===== config.mk =====
export PLATFORM = sky130hd
export DESIGN_NAME = operand_sequencer
export DESIGN_NICKNAME = d
export VERILOG_FILES = /design/src/rtl/operand_sequencer.sv
export SDC_FILE = /design/constraint.sdc
export NUM_CORES = 1
export LEC_CHECK = 0
export ABC_AREA = 0
export CORE_MARGIN = 4
export CORE_UTILIZATION = 55
export CTS_BUF_LIST = sky130_fd_sc_hd__clkbuf_4
export CTS_CLUSTER_SIZE = 16
export DETAILED_ROUTE_END_ITERATION = 7
export GPL_TIMING_DRIVEN = 1
export PLACE_DENSITY = 0.86
export SLEW_MARGIN = 30
export SYNTH_ARGS = -nofsm -noshare
export SYNTH_HDL_FRONTEND = slang
export SYNTH_SLANG_ARGS = --single-unit

===== constraint.sdc =====
create_clock -name clk -period 2.6 [get_ports clk]
set_clock_uncertainty 0.05 [all_clocks]
set_input_delay 0.52 -clock clk [delete_from_list [all_inputs] [get_ports clk]]
set_output_delay 0.52 -clock clk [all_outputs]
set_load 0.03 [all_outputs]

===== src/rtl/operand_sequencer.sv =====
// operand_sequencer: button-driven operand entry for a 4-bit adder.
// A push button is synchronized, optionally debounced, and edge-detected
// into a one-cycle press. Each press walks LOAD_A -> LOAD_B -> SHOW, and
// presses in SHOW chain the sum back into operand A (accumulator).
// Build option: define OPSEQ_DEBOUNCE_EN to include the debounce counter;
// without it the synchronized button level is used directly.
module operand_sequencer #(
  parameter int DB_CYCLES = 50000
) (
  input  logic       clk,
  input  logic       resetn,
  input  logic       key_n,
  input  logic [3:0] sw,
  input  logic       clr,
  output logic [3:0] op_a,
  output logic [3:0] op_b,
  output logic [3:0] sum,
  output logic       cout,
  output logic [1:0] state,
  output logic       valid
);

  typedef enum logic [1:0] {
    LOAD_A = 2'b00,
    LOAD_B = 2'b01,
    SHOW   = 2'b10,
    UNUSED = 2'b11
  } state_t;

  state_t r_state;
  logic   r_sync1;
  logic   r_sync2;
  logic   r_db_prev;
  logic   r_press;
  logic   w_db;

  // Two-flop synchronizer for the asynchronous button; idles high (released).
  always_ff @(posedge clk or negedge resetn) begin
    if (!resetn) begin
      r_sync1 <= 1'b1;
      r_sync2 <= 1'b1;
    end else begin
      r_sync1 <= key_n;
      r_sync2 <= r_sync1;
    end
  end

`ifdef OPSEQ_DEBOUNCE_EN
  localparam int CW = $clog2(DB_CYCLES + 1);
  localparam logic [CW-1:0] DB_LAST = CW'(DB_CYCLES - 1);

  logic          r_db;
  logic [CW-1:0] r_cnt;

  // Debounce: the level follows the sample only after DB_CYCLES
  // consecutive disagreeing cycles; any agreeing cycle restarts the count.
  always_ff @(posedge clk or negedge resetn) begin
    if (!resetn) begin
      r_db  <= 1'b1;
      r_cnt <= '0;
    end else if (r_sync2 == r_db) begin
      r_cnt <= '0;
    end else if (r_cnt == DB_LAST) begin
      r_db  <= r_sync2;
      r_cnt <= '0;
    end else begin
      r_cnt <= r_cnt + 1'b1;
    end
  end

  assign w_db = r_db;
`else
  // Without debouncing the synchronized level is taken as clean.
  logic w_unused_db_cycles;
  assign w_unused_db_cycles = (DB_CYCLES > 0);
  assign w_db = r_sync2;
`endif

  // Falling-edge detect on the debounced level gives a one-cycle press pulse.
  always_ff @(posedge clk or negedge resetn) begin
    if (!resetn) begin
      r_db_prev <= 1'b1;
      r_press   <= 1'b0;
    end else begin
      r_db_prev <= w_db;
      r_press   <= r_db_prev & ~w_db;
    end
  end

  // Operand FSM with registered outputs; clr has priority over a press.
  always_ff @(posedge clk or negedge resetn) begin
    if (!resetn) begin
      r_state <= LOAD_A;
      op_a    <= 4'd0;
      op_b    <= 4'd0;
      sum     <= 4'd0;
      cout    <= 1'b0;
      valid   <= 1'b0;
    end else if (clr) begin
      r_state <= LOAD_A;
      op_a    <= 4'd0;
      op_b    <= 4'd0;
      sum     <= 4'd0;
      cout    <= 1'b0;
      valid   <= 1'b0;
    end else begin
      case (r_state)
        LOAD_A: begin
          if (r_press) begin
            op_a    <= sw;
            r_state <= LOAD_B;
          end
        end
        LOAD_B: begin
          if (r_press) begin
            op_b          <= sw;
            {cout, sum}   <= {1'b0, op_a} + {1'b0, sw};
            r_state       <= SHOW;
            valid         <= 1'b1;
          end
        end
        SHOW: begin
          if (r_press) begin
            op_a    <= sum;
            op_b    <= 4'd0;
            cout    <= 1'b0;
            r_state <= LOAD_B;
            valid   <= 1'b0;
          end
        end
        default: begin
          r_state <= LOAD_A;
          valid   <= 1'b0;
        end
      endcase
    end
  end

  assign state = r_state;

endmodule


# --- Word level (Yosys, flattened, before mapping) ---
# Index checks and enable logic that the tools add are counted.
word_totals:
  ff_bits: 20
  latch_bits: 0
  mem_bits_rw: 0
  romBits: 0
  inputBits: 8
  out_inout_bits: 16
  word_cells: 52
  mem_count: 0
classes:
  addsub: 1
  n_mul: 0
  n_div: 0
  order_cmp: 0
  eq_ne: 7
  shifts: 0
  n_mux: 21
  n_bitwise: 2
  reduce_logical: 11
op_table:
  columns: ["cell", "n"]
  rows:
  - ["4-bit two-way mux", 8]
  - ["4-bit one-hot mux with 2 select lines", 2]
  - ["3-bit inequality test (second input constant)", 3]
  - ["3-bit AND reduction", 3]
  - ["2-bit two-way mux", 3]
  - ["3-bit nonzero test", 2]
  - ["4-bit by 4-bit adder with 5-bit output", 1]
  - ["1-bit two-way mux", 5]
  - ["2-bit one-hot mux with 2 select lines", 1]
  - ["2-bit AND reduction", 2]
  - ["2-bit nonzero test", 2]
  - ["3-bit by 1-bit inequality test with 1-bit output (second input constant)", 1]
  - ["1-bit one-hot mux with 3 select lines", 1]
  - ["2-bit by 1-bit == test with 1-bit output (second input constant)", 1]
  - ["2-bit == test (second input constant)", 1]
  - ["2-bit logical NOT", 1]
  - ["2-bit inequality test (second input constant)", 1]
  - ["1-bit one-hot mux with 2 select lines", 1]
  - ["2-bit OR reduction", 1]
  - ["1-bit AND", 1]
  - ["1-bit NOT", 1]

# --- Depth between registers and ports, before layout ---
depth:
  ltp_word: 4
  depth_mapped: 6
  depth_no_buf: 6

# --- Worst setup path before layout ---
# Ideal clock, no wire load.
synth_path:
  path_kind: "register to register"
  startpoint: "reg op_a[0]"
  endpoint: "reg cout"
  setup_ps: 110
  t_arrival_ps: 1582
  path_slack_ps: 858
  stages_incl_launch_ff: 7
  n_path_buf: 0
  period_less_slack_ps: 1742
  cell_sequence: "dfrtp_1 -> ha_1 -> inv_1 -> fa_1 -> nor2b_1 -> nor3_1 -> o41ai_1"
synth_between:
  elab_chain_len: 4
synth_rtl:
  columns: ["element", "line_no", "text"]
  rows:
  - ["start, declared", "15", "output logic [3:0] op_a,"]
  - ["start signal, assigned", "110", "op_a <= sw;"]
  - ["start signal, assigned", "124", "op_a <= sum;"]
  - ["4-bit by 4-bit adder with 5-bit output", "117", "{cout, sum} <= {1'b0, op_a} + {1'b0, sw};"]
  - ["1-bit two-way mux", "115", "if (r_press) begin"]
  - ["1-bit one-hot mux with 2 select lines", "107", "case (r_state)"]
  - ["1-bit two-way mux", "99", "end else if (clr) begin"]
  - ["end signal, assigned", "117", null]
  - ["end, declared", "18", "output logic cout,"]
# Every way passes these cells. The select of a mux whose other input is x is not followed.
# A chain may end at the register's enable or synchronous reset.

# --- Worst setup path in the final report ---
layout_path:
  startpoint: "reg r_state[1], in the netlist state[1]"
  endpoint: "out state[1]"
layout_rtl:
  columns: ["element", "line_no", "text"]
  rows:
  - ["start, declared", "30", "state_t r_state;"]
  - ["start signal, assigned", "93", "r_state <= LOAD_A;"]
  - ["start signal, assigned", "100", "r_state <= LOAD_A;"]
  - ["start signal, assigned", "111", "r_state <= LOAD_B;"]
  - ["end, declared", "19", "output logic [1:0] state,"]
# No word-level cell between the ends.

==> results.yml <==
critical_path:
  ff2ff_path_depth: 3
  crit_chain: "clkdlybuf4s50_1"
  crit_path_top_delay_cell: "clkdlybuf4s50_1"
  start_kind: "flop"
  path_max_fanout: 12
  required_ns: 2.03
  worst-path-buf-inv: 1
  reg2reg_to: "op_a[0]"
  cp.depth: 1
  r2r_setup_slack_ns: 0.90
  cp-end-kind: "output pin"
  worstReg2RegStart: "r_press"
  critical_path.top_delay_family: "buffers and inverters"
  worst_ep_arrival_time_ns: 1.61
  critPathKind: "reg2out"
  crit_path_max_incr_delay_ns: 0.74
sta:
  slew_viol_final: 0
  maxSlewHeadroom_pct: 51.90
  setup_viol: 0
  min_period_over_period_pct: 83.69
  rsz0062_at_grt: "no"
  max_freq_ghz: 0.4596
  worstMarginPinSlew_ns: 0.7201
  hold_violations: 0
  setup_tns_ns: 0
  min_period_ns: 2.176
drt:
  drc: 0
  met3_length_um: 102
  vias: 861
  drt_wl_total_um: 2218
  firstDrtPassIters: 4
  drt_iter0_markers: 21
  wl_met1_um: 1003
  met2RoutedLength_um: 1101
  vias_per_cell: 5.740
  antenna_left: 0
  wl_per_cell_um: 14.79
  dr.max_layer_used: "met4"
job:
  max_cap_viol_count: 0
place:
  portBuffers: 23
  post_dp_cell_area_um2: 1300
  dp_hpwl_um: 1612
  place_congestion: 0.8755
clocking:
  postCtsSetupBuffers: 0
  cts.sinks: 20
  clk_pin_slew_ns: 0.13
  cts_tree: "built"
  root_buffer: "clkbuf_4"
  clock_path_buffers: 2
  h-tree-depth: 1
  clk_latency_ns: 0.30
  cts.repair.resized: 0
  ctsHoldBuffers: 0
  cts_buffers: 3
power_and_ir_drop:
  power_per_cell_area_nw_per_um2: 542.6
  swShare_pct: 25.96
  p_seq_share_pct: 46.5
  switching_power_uw: 190.6
  leakage_nw: 0.5915
  peakVddDrop_mv: 0.4314
  pwr-share-comb_pct: 18.6
  power_uw: 734.0
  p_clk_share_pct: 34.9
  internal_power_uw: 543.4
hold_path:
  min_to: "r_sync2"
  worstHoldStart: "r_sync1"
  whs_path_depth: 0
  min_path_type: "reg2reg"
synth:
  synth_edf_count: 0
  syn_area_um2: 1057
  ys_warn_count: 0
  yosysSeqAreaShare_pct: 47.69
  synth_cell_types: 31
  ys_ff_latch: 20
  yosys.area.top_type: "dfrtp_1"
  synth_area_leaders: "dfrtp_1 40%, dfstp_2 7.5%, mux2i_1 5.7%"
  yosysMostFrequentCell: "dfrtp_1"
  synthTopCellsByCount: "17 x dfrtp_1, 12 x nor2_1, 8 x a21oi_1"
  yosysTopAreaCellShare_pct: 40.24
  synthCells: 102
  synth_fp_nets: 115
  avgSynthCellArea_um2: 10.37
  synth_flop_cell: "dfrtp_1"
  async_reset_ff_share_pct: 100.0
floorplanning:
  ios: 24
  num_rows: 15
  start_util_pct: 59.30
  fp.dieW_um: 51.85
  die_h_um: 51.85
  die-area_um2: 2688
  fp.coreArea_um2: 1783
cells_and_area:
  nets: 139
  final_layout_size_suffix_gt1_share_pct: 10.40
  syn2layout_area_growth_pct: 27.93
  utilization_pct: 75.86
  n_antenna_cell: 0
  design_area_um2: 1353
grt:
  grt-ovfl-total: 0
  antenna_found_initial: 0
  grt_pass1_wl_um: 3864
  grtUsageTotal_pct: 18.74
  grt_pass1_vias: 896
  grt_max_degree: 21
status:
  status: "complete, no violations"
-- registers in the layout (all words and copies together), names as in the netlist --
signal,count
op_a,4
op_b,4
sum,4
state,2
cout,1
r_db_prev,1
r_press,1
r_sync1,1
r_sync2,1
valid,1
-- final cells by class --
class                   count  area (um2)
fillers                   123       430.4
well taps                  25       31.28
flip-flops and latches     20       504.2
clock buffers               3       22.52
repair buffers             26       252.7
multi-input cells          71       496.7
clock inverters             1       30.03
inverters                   4       15.01
-- power by group through the flow --
stage | Combinational, mW | Clock (mW) | Sequential, mW
4_1_cts | 0.137 | 0.258 | 0.341
3_5_place_dp | 0.137 | 0 | 0.347
5_1_grt | 0.148 | 0.271 | 0.344
6_report | 0.136 | 0.256 | 0.342
2_1_floorplan | 0.0602 | 0 | 0.367
3_3_place_gp | 0.134 | 0 | 0.346
-- cells by family (layout without fill, tap and decap cells) --
logic type,after synthesis,in the layout,share of synthesized area [%]
AND/OR/NAND/NOR,37,37,18.70
AO/OA/AOI/OAI,22,22,15.15
flip-flops,20,20,47.69
buffers and inverters,11,34,5.325
multiplexers,6,6,5.681
adder cells (fa/ha/maj),5,5,6.627
XOR/XNOR,1,1,0.8286
-- cells in the final DEF (no fill, tap or decap), types with 3 or more instances in the layout --
master	Yosys	routed
clkdlybuf4s50_1	0	23
dfrtp_1	17	17
nor2_1	12	12
a21oi_1	8	8
nand2_1	6	6
mux2i_1	6	6
nor2b_1	5	5
nand3_1	5	5
inv_1	4	4
nand2b_1	4	4
a21o_1	4	4
a211oi_1	4	4
ha_1	4	4
clkbuf_4	0	3
buf_4	1	3
dfstp_2	3	3
-- metrics by stage --
stage / hold WS (ns) / std cells / worst slack [ns]
finish: 0.3210 / 150 / 0.4240
global route: 0.3259 / 150 / 0.3882
CTS: 0.3212 / 150 / 0.4213
detailed placement: 0.2993 / 146 / 0.2630
global placement: 0.3011 / 146 / 0.3552
floorplan: 0.1744 / 102 / 0.8577
-- worst max-delay path by stage --
stage                        start        to  slack (ns)
after global placement       sw[0]      cout        0.36
after floorplan            op_a[0]      cout        0.86
after global routing      state[1]  state[1]        0.39
after detailed placement     sw[0]      cout        0.26
final                     state[1]  state[1]        0.42
after CTS                 state[1]  state[1]        0.42
-- per-layer routing --
| metal | up-vias | GRT usage [%] |
|---|---|---|
| li1 | 401 | - |
| met1 | 432 | 25.19 |
| met2 | 26 | 32.01 |
| met3 | 2 | 1.719 |
| met4 | 0 | 5.240 |
| met5 | - | 0 |
Note: power is estimated with default switching activity, not from simulation.
